File: src/rtl/game_phase_sequencer_pkg.sv
// Shared types and constants for the bomb-round phase sequencer.
package game_pkg;

    localparam int unsigned PHASE_W = 3;
    localparam int unsigned LFSR_W  = 5;

    typedef enum logic [PHASE_W-1:0] {
        IDLE  = 3'd0,
        ARM   = 3'd1,
        SHOW  = 3'd2,
        INPUT = 3'd3,
        WIN   = 3'd4,
        LOSE  = 3'd5
    } phase_e;

    // x^5 + x^3 + 1: feedback from bits 4 and 2 of a left-shifting register
    localparam logic [LFSR_W-1:0] LFSR_TAPS = 5'b10100;
    localparam logic [LFSR_W-1:0] LFSR_SEED = 5'b00001;

endpackage

File: src/rtl/sec_tick_gen.sv
// One-second time base; clr restarts the count so the first tick lands TICK_DIV cycles later.
module sec_tick_gen #(
    parameter int unsigned TICK_DIV = 1000
) (
    input  logic clk,
    input  logic rst_n,
    input  logic clr,
    output logic tick
);

    localparam int unsigned CNT_W = (TICK_DIV > 1) ? $clog2(TICK_DIV) : 1;
    localparam logic [CNT_W-1:0] CNT_LAST = CNT_W'(TICK_DIV - 1);

    logic [CNT_W-1:0] cnt_q, cnt_d;

    always_comb begin
        tick  = (cnt_q == CNT_LAST);
        cnt_d = (clr || tick) ? '0 : cnt_q + 1'b1;
    end

    always_ff @(posedge clk) begin
        if (!rst_n) begin
            cnt_q <= '0;
        end else begin
            cnt_q <= cnt_d;
        end
    end

endmodule

File: src/rtl/game_phase_sequencer.sv
// Phase FSM for one bomb round: arm, code show, input window, win/lose hold, auto-restart.
module game_phase_sequencer
    import game_pkg::*;
#(
    parameter int unsigned TICK_DIV   = 1000,
    parameter int unsigned SHOW_SEC   = 5,
    parameter int unsigned INPUT_SEC  = 20,
    parameter int unsigned RESULT_SEC = 3,
    parameter int unsigned CODE_W     = 5
) (
    input  logic              clk,
    input  logic              rst_n,
    input  logic              sw_en,
    input  logic              btn_start,
    input  logic              code_ok,
    input  logic              code_bad,
    output logic              mod_rst_n,
    output logic              bomb_on,
    output logic              show_on,
    output logic              input_en,
    output logic              cd_on,
    output logic [4:0]        sec_left,
    output logic [CODE_W-1:0] code,
    output logic              win,
    output logic              lose,
    output logic [PHASE_W-1:0] phase
);

    if (SHOW_SEC < 1 || SHOW_SEC > 31 || INPUT_SEC < 1 || INPUT_SEC > 31 ||
        RESULT_SEC < 1 || RESULT_SEC > 31 || CODE_W < 1 || TICK_DIV < 1) begin : g_bad_param
        $error("game_phase_sequencer: parameter out of range");
    end

    localparam logic [4:0] SHOW_S   = 5'(SHOW_SEC);
    localparam logic [4:0] INPUT_S  = 5'(INPUT_SEC);
    localparam logic [4:0] RES_LAST = 5'(RESULT_SEC - 1);

    phase_e              state_q, state_d;
    logic [LFSR_W-1:0]   lfsr_q, lfsr_d;
    logic [CODE_W-1:0]   code_q, code_d;
    logic [4:0]          sec_q, sec_d;
    logic [4:0]          res_q, res_d;
    logic                btn_q;
    logic                mod_rst_n_q, mod_rst_n_d;
    logic                bomb_q, bomb_d, show_q, show_d, inen_q, inen_d, cd_q, cd_d;
    logic                win_q, win_d, lose_q, lose_d;
    logic                start, entering, tick;

    sec_tick_gen #(
        .TICK_DIV (TICK_DIV)
    ) u_tick (
        .clk   (clk),
        .rst_n (rst_n),
        .clr   (entering),
        .tick  (tick)
    );

    always_comb begin
        start   = btn_start & ~btn_q;
        state_d = state_q;
        if (state_q != IDLE && !sw_en) begin
            state_d = IDLE;
        end else begin
            case (state_q)
                IDLE:  if (sw_en && start) state_d = ARM;
                ARM:   state_d = SHOW;
                SHOW:  if (tick && sec_q == 5'd1) state_d = INPUT;
                INPUT: begin
                    if (code_ok)                      state_d = WIN;
                    else if (code_bad)                state_d = LOSE;
                    else if (tick && sec_q == 5'd1)   state_d = LOSE;
                end
                WIN, LOSE: if (tick && res_q == RES_LAST) state_d = ARM;
                default: state_d = IDLE;
            endcase
        end
        entering = (state_d != state_q);

        lfsr_d = {lfsr_q[LFSR_W-2:0], ^(lfsr_q & LFSR_TAPS)};

        // Code is latched once per round, on the edge that enters ARM
        code_d = code_q;
        if (state_d == ARM && entering) begin
            code_d = (lfsr_q == '0) ? CODE_W'(LFSR_SEED) : CODE_W'(lfsr_q);
        end

        // WIN/LOSE keep whatever sec_left held on the edge that left INPUT
        sec_d = sec_q;
        case (state_d)
            IDLE, ARM: sec_d = '0;
            SHOW:      sec_d = entering ? SHOW_S  : (tick ? sec_q - 5'd1 : sec_q);
            INPUT:     sec_d = entering ? INPUT_S : (tick ? sec_q - 5'd1 : sec_q);
            default:   sec_d = sec_q;
        endcase

        res_d = entering ? 5'd0 : (tick ? res_q + 5'd1 : res_q);

        mod_rst_n_d = !((state_d == ARM) || (state_d == IDLE && state_q != IDLE));
        bomb_d      = (state_d == SHOW) || (state_d == INPUT);
        show_d      = (state_d == SHOW);
        inen_d      = (state_d == INPUT);
        cd_d        = (state_d == INPUT);
        win_d       = (state_d == WIN);
        lose_d      = (state_d == LOSE);
    end

    always_ff @(posedge clk) begin
        if (!rst_n) begin
            state_q     <= IDLE;
            lfsr_q      <= LFSR_SEED;
            code_q      <= '0;
            sec_q       <= '0;
            res_q       <= '0;
            btn_q       <= 1'b0;
            mod_rst_n_q <= 1'b1;
            bomb_q      <= 1'b0;
            show_q      <= 1'b0;
            inen_q      <= 1'b0;
            cd_q        <= 1'b0;
            win_q       <= 1'b0;
            lose_q      <= 1'b0;
        end else begin
            state_q     <= state_d;
            lfsr_q      <= lfsr_d;
            code_q      <= code_d;
            sec_q       <= sec_d;
            res_q       <= res_d;
            btn_q       <= btn_start;
            mod_rst_n_q <= mod_rst_n_d;
            bomb_q      <= bomb_d;
            show_q      <= show_d;
            inen_q      <= inen_d;
            cd_q        <= cd_d;
            win_q       <= win_d;
            lose_q      <= lose_d;
        end
    end

    assign mod_rst_n = mod_rst_n_q;
    assign bomb_on   = bomb_q;
    assign show_on   = show_q;
    assign input_en  = inen_q;
    assign cd_on     = cd_q;
    assign sec_left  = sec_q;
    assign code      = code_q;
    assign win       = win_q;
    assign lose      = lose_q;
    assign phase     = state_q;

endmodule

File: config.mk
export PLATFORM = sky130hd
export DESIGN_NAME = game_phase_sequencer
export DESIGN_NICKNAME = d
export VERILOG_FILES = /design/src/rtl/game_phase_sequencer_pkg.sv /design/src/rtl/sec_tick_gen.sv /design/src/rtl/game_phase_sequencer.sv
export SDC_FILE = /design/constraint.sdc
export NUM_CORES = 1
export LEC_CHECK = 0
export CAP_MARGIN = 0
export CORE_UTILIZATION = 26
export CTS_BUF_LIST = sky130_fd_sc_hd__clkbuf_8 sky130_fd_sc_hd__clkbuf_16
export DETAILED_ROUTE_END_ITERATION = 8
export HOLD_SLACK_MARGIN = 0.15
export PLACE_DENSITY_LB_ADDON = 0.1
export SYNTH_ARGS = -nofsm -noshare
export SYNTH_HDL_FRONTEND = slang
export SYNTH_SLANG_ARGS = --single-unit
export TNS_END_PERCENT = 100
File: constraint.sdc
create_clock -name clk -period 3.3 [get_ports clk]
set_clock_uncertainty 0.15 [all_clocks]
set_input_delay 0.825 -clock clk [delete_from_list [all_inputs] [get_ports clk]]
set_output_delay 0.825 -clock clk [all_outputs]
set_load 0.01 [all_outputs]
======== Word level (Yosys, flattened, before mapping) ========
Index checks and enable logic that the tools add are counted.
word-level totals
  bits in registers ....................... 40
  input bits .............................. 6
  output and inout port bits .............. 20
  word-level logic and storage cells ...... 67
cells by class
  add/subtract/negate cells ............... 3
  equality and inequality tests ........... 14
  muxes and demuxes ....................... 13
  bitwise operators ....................... 3
  reduce and logical (&&, ||, !) cells .... 21
operators by type and width
  cell                                                                   count
  3-bit two-way mux                                                      7
  5-bit two-way mux                                                      4
  3-bit case mux with 5 select lines                                     1
  5-bit case mux with 3 select lines                                     1
  3-bit by 2-bit equality test with 1-bit output, second input constant  4
  3-bit equality test, second input constant                             4
  10-bit by 1-bit adder with 10-bit output, second input constant        1
  10-bit equality test, second input constant                            1
  2-bit OR reduction                                                     4
  3-bit by 1-bit equality test with 1-bit output, second input constant  2
  1-bit logical AND                                                      6
  3-bit logical NOT                                                      2
  3-bit nonzero test                                                     2
  5-bit by 1-bit adder with 5-bit output, second input constant          1
  5-bit by 1-bit equality test with 1-bit output, second input constant  1
  5-bit by 2-bit equality test with 1-bit output, second input constant  1
  5-bit logical NOT                                                      1
  5-bit parity                                                           1
  5-bit by 1-bit subtractor with 5-bit output, second input constant     1
  1-bit logical OR                                                       3
  3-bit != test                                                          1
  1-bit logical NOT                                                      2
  1-bit NOT                                                              2
  1-bit AND                                                              1

======== Logic depth before layout (Yosys ltp) ========
Gate-level depths: netlist (run 1).
  depth after elaboration ................. 11
  depth in mapped cells ................... 8
  depth with buffers taken out ............ 8

======== Cells and area by module ========
A second synthesis (run 1) with hierarchy kept.
second synthesis, totals
  cell total of the unflattened synthesis .. 206
  area, all modules ....................... 1935.6 sq um
by module, submodules not included
  module                instances  cells each  area an instance (sq um)  sequential area each (sq um)
  game_phase_sequencer  1          155         1480.2                    600.6
  sec_tick_gen          1          51          455.4                     200.2

======== Worst setup path after synthesis (run 1) ========
Ideal clock, no wire load.
  path kind ............................... register to register
  start ................................... register sec_q[0], in the netlist sec_left[0]
  end ..................................... register sec_q[2], in the netlist sec_left[2]
  setup time .............................. 59 ps
  arrival ................................. 2109 ps
  slack ................................... 982 ps
  cell stages (with the launch flop) ...... 8
  cell sequence ........................... dfxtp_1 ha_1 or4b_4 or4_4 a211oi_2 nor2_2 clkinv_2 a221o_1
on the way
  cells in the longest elaborated chain, start to end .. 10
  elaborated cells on any way between the ends .. 20
  those cells by class .................... add/sub: 1; eq/ne: 5; mux: 10; reduce/logical: 4
ends and longest elaborated chain
  what                                                                             RTL line                                                source
  start, declared                                                                  game_phase_sequencer.sv:41                              logic [4:0] sec_q, sec_d;
  start signal, assigned                                                           game_phase_sequencer.sv:112                             sec_q <= '0;
  start signal, assigned                                                           game_phase_sequencer.sv:126                             sec_q <= sec_d;
  5-bit by 1-bit equality test with 1-bit output                                   game_phase_sequencer.sv:67, game_phase_sequencer.sv:71
  1-bit logical AND                                                                game_phase_sequencer.sv:67, game_phase_sequencer.sv:71
  3-bit two-way mux                                                                game_phase_sequencer.sv:71                              else if (tick && sec_q == 5'd1) state_d = LOSE;
  3-bit two-way mux                                                                game_phase_sequencer.sv:70                              else if (code_bad) state_d = LOSE;
  3-bit two-way mux                                                                game_phase_sequencer.sv:69                              if (code_ok) state_d = WIN;
  3-bit case mux with 5 select lines                                               game_phase_sequencer.sv:64                              case (state_q)
  3-bit two-way mux                                                                game_phase_sequencer.sv:61                              if (state_q != IDLE && !sw_en) begin
  3-bit != test, or another cell as far along                                      game_phase_sequencer.sv:77                              entering = (state_d != state_q);
  5-bit two-way mux, or another cell as far along                                  game_phase_sequencer.sv:92                              INPUT: sec_d = entering ? INPUT_S : (tick ? sec_q - 5'd1 : sec_q);
  5-bit case mux with 3 select lines / 3-bit nonzero test (equally long branches)  --
Several ways; a longest one is shown, not always the timed one.
A chain may end at the register's enable or synchronous reset.

======== Worst setup path in the final report (run 1) ========
  start ................................... input port sw_en
  end ..................................... register code_q[2], in the netlist code[2]
on the way
  cells in the longest elaborated chain, start to end .. 6
  elaborated cells on any way between the ends .. 9
  those cells by class .................... eq/ne: 2; mux: 3; reduce/logical: 4
ends and longest elaborated chain
  what                                                                                    RTL line                                                source
  start, declared                                                                         game_phase_sequencer.sv:13                              input logic sw_en,
  1-bit logical AND                                                                       game_phase_sequencer.sv:65                              IDLE: if (sw_en && start) state_d = ARM;
  3-bit two-way mux                                                                       game_phase_sequencer.sv:65
  3-bit case mux with 5 select lines                                                      game_phase_sequencer.sv:64
  3-bit two-way mux *                                                                     game_phase_sequencer.sv:61
  3-bit by 1-bit equality test with 1-bit output / 3-bit != test (equally long branches)  game_phase_sequencer.sv:83, game_phase_sequencer.sv:77
  1-bit logical AND *                                                                     game_phase_sequencer.sv:83                              if (state_d == ARM && entering) begin
  end signal, assigned                                                                    game_phase_sequencer.sv:125                             code_q <= code_d;
  end, declared                                                                           game_phase_sequencer.sv:40                              logic [CODE_W-1:0] code_q, code_d;
Every way passes the cells marked *; elsewhere a longest branch is shown, timed or not.

==> results of run 1 <==
[report_power, final]
group | internal [mW] | switching (mW)
registers | 0.493 | 0.00946
logic | 0.0326 | 0.0353
clock network | 0.224 | 0.176
total | 0.750 | 0.221
[sequential cells by signal, summed over array words and instances (netlist names), 3 cells and up]
register      flops
u_tick.cnt_q     10
res_q             5
phase             3
lfsr_q            5
sec_left          5
code              5
[layout make-up]
cell class / count / area share, %
Multi-Input combinational cell: 156 / 43.9
Sequential cell: 40 / 32.8
Timing Repair Buffer: 30 / 11.8
Tap cell: 99 / 5.07
Clock buffer: 5 / 2.82
Inverter: 12 / 1.90
Clock inverter: 3 / 1.74
[worst paths after layout]
path                          from                   end  slack [ps]  cells past startpoint
min reg2reg   code[0]$_SDFFE_PN0P_  code[0]$_SDFFE_PN0P_         310                      2
min           code[0]$_SDFFE_PN0P_  code[0]$_SDFFE_PN0P_         310                      2
max reg2reg  res_q[0]$_SDFFE_PP0P_  code[2]$_SDFFE_PN0P_         790                      7
max                          sw_en  code[2]$_SDFFE_PN0P_         640                      7
[worst min-delay path: stages, from the launching register on]
cell and delay, ps:
dfxtp_1 310, nand2_1 50, mux2i_1 50
[metal layers]
layer	wire (um)	vias up
met4	61	0
li1	-	830
met1	2310	731
met3	156	5
met5	0	-
met2	2020	31
[logic make-up (layout without fill, tap and decap cells)]
| logic type | after synthesis | after routing | share of synthesized area (%) |
|---|---|---|---|
| AND/OR/NAND/NOR | 93 | 93 | 28.4 |
| AO/OA/AOI/OAI | 41 | 41 | 15.1 |
| flip-flops | 40 | 40 | 40.9 |
| buffers and inverters | 21 | 50 | 4.41 |
| XOR/XNOR | 12 | 12 | 5.37 |
| adder cells (fa/ha/maj) | 5 | 5 | 3.19 |
| multiplexers | 5 | 5 | 2.56 |
[through the flow]
stage | utilization [%] | setup slack [ps]
after floorplan | - | 982
after global placement | 32.1 | 363
after detailed placement | 32.1 | 298
after CTS | 33.7 | 625
after global routing | 33.7 | 552
final | 33.7 | 637
[layout by cell type, fill, tap and decap left out, types with 3 or more instances in the layout]
master and count:
a21oi_1 6, and2_1 4, buf_4 5, clkbuf_8 5, clkdlybuf4s50_1 25, dfxtp_1 40
ha_1 5, inv_1 9, mux2i_1 5, nand2_1 18, nand2b_1 4, nand3_1 7
nand4_1 6, nor2_1 17, nor2b_1 3, nor3_1 8, nor3b_1 4, nor4_1 6
o211ai_1 4, o21ai_0 8, xnor2_1 5, xor2_1 7
==> reports/qor.txt, run 1 <==
status = finished, final reports clean
Distinct cells, synth = 54
Ports = 26
clock latency at the later pin of the worst-skew pair = 290 ps
Multi-input gate area = 1070 sq um
VDD IR max = 0.165 mV
GP Congestion = 0.748
met1 usage = 17.8%
Crit. End Element = flop
n_diodes = 0
global-route wire length before repair = 7330 um
Synth Register Bits = 40
Area after DPL = 2330 sq um
Syn Nets = 228
Hold WC Path Type = reg -> reg
RSZ-0062 raised after global routing = false
Starting DRT DRC Count = 62
Worst EP required = 3330 ps
non-filler instance count after layout = 345
Die Y = 88.8 um
Design Area, Final = 2440 sq um
largest net degree at the start of global routing = 17
die footprint = 7880 sq um
Final min period = 2660 ps
Crit path arrival time = 2690 ps
drt drc = 0
number of global-route vias before repair = 1,426
Post CTS Setup Buffer Count = 0
Worst Path Buf+Inv = 2
Starting Density = 27.0%
prevailing post-synth register cell = dfxtp_1
top cell type's share of synthesized area = 40.9%
Clock Tree Buf Depth = 2
Startpoint Class = primary input
CTS tree = yes
drt wl/cell = 13.2 um
Overall Power = 0.970 mW
CTS Buf Count = 5
Die X = 88.8 um
top cells by count, synth = 40 x dfxtp_1, 18 x nand2_1, 17 x nor2_1, 9 x inv_1
final cycle utilization of the critical path = 80.7%
initial antenna violation count = 0
sequential share of the synthesized area = 40.9%
# rows = 31
CTS clk-pin slew, worst paths = 80 ps
asr flop ratio synth = 0%
grt peak-use layer = met2
Synthesis Warnings = 0
crit-path max FO = 7
CTS root buf = clkbuf_8
crit path cell chain = clkdlybuf4s50_1 > buf_4 > nand2b_1 > nor4_1 > a211oi_2 > or4_1 > mux2i_1
Slew Viols, Final = 0
Leak = 0.875 nW
worst-margin pin slew = 543 ps
Mapped Cells = 217
most common cell in the netlist = dfxtp_1
DP HPWL = 3340 um
WHS = 310 ps
IO Port Bufs = 25
# fillers = 744
Max-slew headroom = 63.5%
top cells by area, synth = dfxtp_1 41%, nand2_1 3.5%, nor2_1 3.3%
Final TNS setup = 0 ps
Placed Cells incl. Taps = 337
area leader, netlist = dfxtp_1
# resized after CTS = 0
Post-CTS Hold Buffers = 0
met3 global-route usage = 3.08%
Detailed Route WL = 4540 um
nets = 256
CP delay by family, top = simple AND/OR/NAND/NOR gates
FF/Latch Area = 801 sq um
number of H-tree levels = 2
Finish-stage setup viols = 0
Sink Count = 40
core footprint = 7250 sq um
Post-Syn Area = 1960 sq um
vias per inst = 4.63
Area growth syn-to-layout = 24.7%
CP peak stage delay = 620 ps
Syn Area/Cell = 9.02 sq um
DRT Pass-1 Iters = 4
share of cells above drive strength 1 = 11.4%
Fin. Hold Viols = 0
EDFF count, synth = 0
CP max-delay cell = or4_1
critical path class = in -> reg
aggregate global routing overflow = 0
PwrDens = 397 nW/um^2
max-cap viol count = 0
Total Routing Usage GR = 12.4%
Vias = 1,597
Max Fclk = 375 MHz
Final ANT Viol Nets = 0
met2 Use GR = 17.8%
(Power assumes the default switching activity.)
==> run 2, diff against run 1 <==
==> constraint.sdc (replaced) <==
create_clock -name clk -period 2.39 [get_ports clk]
set_clock_uncertainty 0.15 [all_clocks]
set_input_delay 0.5975 -clock clk [delete_from_list [all_inputs] [get_ports clk]]
set_output_delay 0.5975 -clock clk [all_outputs]
set_load 0.01 [all_outputs]
==> reports/qor.txt, run 2 (synthesized netlist as in run 1, its figures left out) <==
status = finished, final reports clean
crit-path max FO = 4 (-3)
drt wl/cell = 13.2 um (about the same)
Leak = 1.13 nW (+29%)
WHS = 312 ps (+2.35 ps)
Max Fclk = 422 MHz
Starting Density = 27.0% (unchanged)
worst-margin pin slew = 405 ps (-138 ps)
initial antenna violation count = 0 (unchanged)
IO Port Bufs = 25 (unchanged)
Starting DRT DRC Count = 44 (-29%)
Reg-to-Reg Start = res_q[0]$_SDFFE_PP0P_
Worst EP required = 2420 ps (-910 ps)
largest net degree at the start of global routing = 17 (unchanged)
Biggest register = u_tick.cnt_q
VDD IR max = 0.256 mV (+54%)
Post-CTS Hold Buffers = 0 (unchanged)
DRT Pass-1 Iters = 4 (unchanged)
Hold WC Path Type = reg -> reg
Sink Count = 40 (unchanged)
Hold Crit Depth = 2 (unchanged)
Hold Path End = code[1]$_SDFFE_PN0P_
RSZ-0062 raised after global routing = true
global-route wire length before repair = 8280 um (+13%)
R2R Setup Slk = 20 ps (-770 ps)
FF-to-FF path depth = 8 (+1)
Slew Viols, Final = 0 (unchanged)
DP HPWL = 3670 um (+10%)
Die X = 88.8 um (unchanged)
n_diodes = 0 (unchanged)
clock latency at the later pin of the worst-skew pair = 290 ps (about the same)
Area growth syn-to-layout = 45.6%
Max-slew headroom = 73.0% (+9.5 points)
Hold Path Origin = code[1]$_SDFFE_PN0P_
Detailed Route WL = 5090 um (+12%)
share of cells above drive strength 1 = 30.6% (+19 points)
core footprint = 7250 sq um (unchanged)
Die Y = 88.8 um (unchanged)
Total Routing Usage GR = 13.9% (+1.5 points)
final cycle utilization of the critical path = 99.3%
number of H-tree levels = 2 (unchanged)
PwrDens = 482 nW/um^2 (+21%)
critical path class = reg -> reg
max-cap viol count = 0 (unchanged)
Vias = 1,776 (+11%)
# fillers = 754 (+1.3%)
die footprint = 7880 sq um (unchanged)
CTS tree = yes
most frequent cells in the layout = 44 x buf_4, 36 x dfxtp_1, 25 x clkdlybuf4s50_1
CTS root buf = clkbuf_8
GP Congestion = 0.780 (+4.3%)
# rows = 31 (unchanged)
CTS Buf Count = 5 (unchanged)
Finish-stage setup viols = 0 (unchanged)
RR Endpoint = code[0]$_SDFFE_PN0P_
number of global-route vias before repair = 1,681 (+18%)
drt drc = 0 (unchanged)
most common cell after layout, fill and taps aside = buf_4
Clock Tree Buf Depth = 2 (unchanged)
Crit. End Element = flop
CTS clk-pin slew, worst paths = 80 ps (about the same)
vias per inst = 4.59 (-0.86%)
Crit path arrival time = 2410 ps (-280 ps)
aggregate global routing overflow = 0 (unchanged)
Ports = 26 (unchanged)
Final min period = 2370 ps
Fin. Hold Viols = 0 (unchanged)
Final ANT Viol Nets = 0 (unchanged)
Startpoint Class = flop
Multi-input gate area = 1150 sq um (+7.4%)
max reg flops = 10 (unchanged)
Util after Layout = 39.3% (+5.7 points)
FF/Latch Area = 806 sq um (+0.63%)
nets = 298 (+16%)
## run 2: cell type report
cell class / count / area share, %
timing repair buffer: 72 / 21.5
sequential: 40 / 28.3
clock inverter: 3 / 1.49
tap: 99 / 4.34
clock buffer: 5 / 2.41
multi-input combinational: 156 / 40.3
inverter: 12 / 1.62
## run 2: where the power goes
| group | switching [mW] | total [mW] | leakage (nW) | internal, mW |
|---|---|---|---|---|
| sequential | 0.00872 | 0.690 | 0.327 | 0.681 |
| clock | 0.253 | 0.563 | 0.0541 | 0.309 |
| combinational | 0.0618 | 0.123 | 0.747 | 0.0614 |
| total | 0.324 | 1.38 | 1.13 | 1.05 |
## run 2: how the worst max path moves through the flow
stage	start	to	slack [ps]	depth (start not counted)
floorplan	sec_left[0]$_SDFFE_PN0P_	sec_left[2]$_SDFFE_PN0P_	70	7
global placement	sw_en	code[0]$_SDFFE_PN0P_	-200	6
detailed placement	sw_en	code[0]$_SDFFE_PN0P_	-250	6
CTS	sec_left[1]$_SDFFE_PN0P_	code[4]$_SDFFE_PN0P_	0.09	10
global route	res_q[0]$_SDFFE_PP0P_	code[2]$_SDFFE_PN0P_	-60	8
finish	res_q[0]$_SDFFE_PP0P_	code[0]$_SDFFE_PN0P_	20	8
## run 2: critical path, cell delays in order (launching register included)
cell and delay [ps]:
dfxtp_2 330, inv_2 40, ha_1 130, or4b_4 480
nor4_4 210, buf_4 170, nor2_2 40, or4_4 580
mux2i_1 140
## run 2: routing by layer
layer | share of wire (%) | wire (um) | vias to the layer above | GRT usage, %
li1 | - | - | 917 | -
met1 | 51 | 2600 | 823 | 20.2
met2 | 44 | 2260 | 27 | 20.4
met3 | 2.6 | 134 | 9 | 2.80
met4 | 1.7 | 89 | 0 | 4.84
met5 | 0 | 0 | - | 0
## run 2: what timing repair did
action | 4_1_cts | 5_1_grt
endpoints found under the setup margin | 9 | 24
cloned | 0 | 1
setup buffers | 0 | 5
gates resized for setup | 4 | 23
pin swaps | 2 | 4
## run 2: stage by stage
step	instances	setup TNS, ps	power (mW)	cell area [sq um]	setup slack (ps)
after CTS	381	0	1.39	2730	0.0913
after global routing	387	-557	1.44	2850	-63.1
after detailed placement	373	-1710	0.817	2600	-250
final	387	0	1.38	2850	17.6
after global placement	373	-1300	0.817	2600	-200
after floorplan	217	0	0.763	1960	72.0
==> run 3, diff against run 2 <==
--- a/config.mk
+++ b/config.mk
@@ -8,9 +8,11 @@
 export CAP_MARGIN = 0
 export CORE_UTILIZATION = 26
 export CTS_BUF_LIST = sky130_fd_sc_hd__clkbuf_8 sky130_fd_sc_hd__clkbuf_16
+export CTS_CLUSTER_DIAMETER = 150
 export DETAILED_ROUTE_END_ITERATION = 8
 export HOLD_SLACK_MARGIN = 0.15
 export PLACE_DENSITY_LB_ADDON = 0.1
+export SLEW_MARGIN = 20
 export SYNTH_ARGS = -nofsm -noshare
 export SYNTH_HDL_FRONTEND = slang
 export SYNTH_SLANG_ARGS = --single-unit
==> results of run 3 <==
No change in the layout: final DEF, timing and power equal those of run 2.
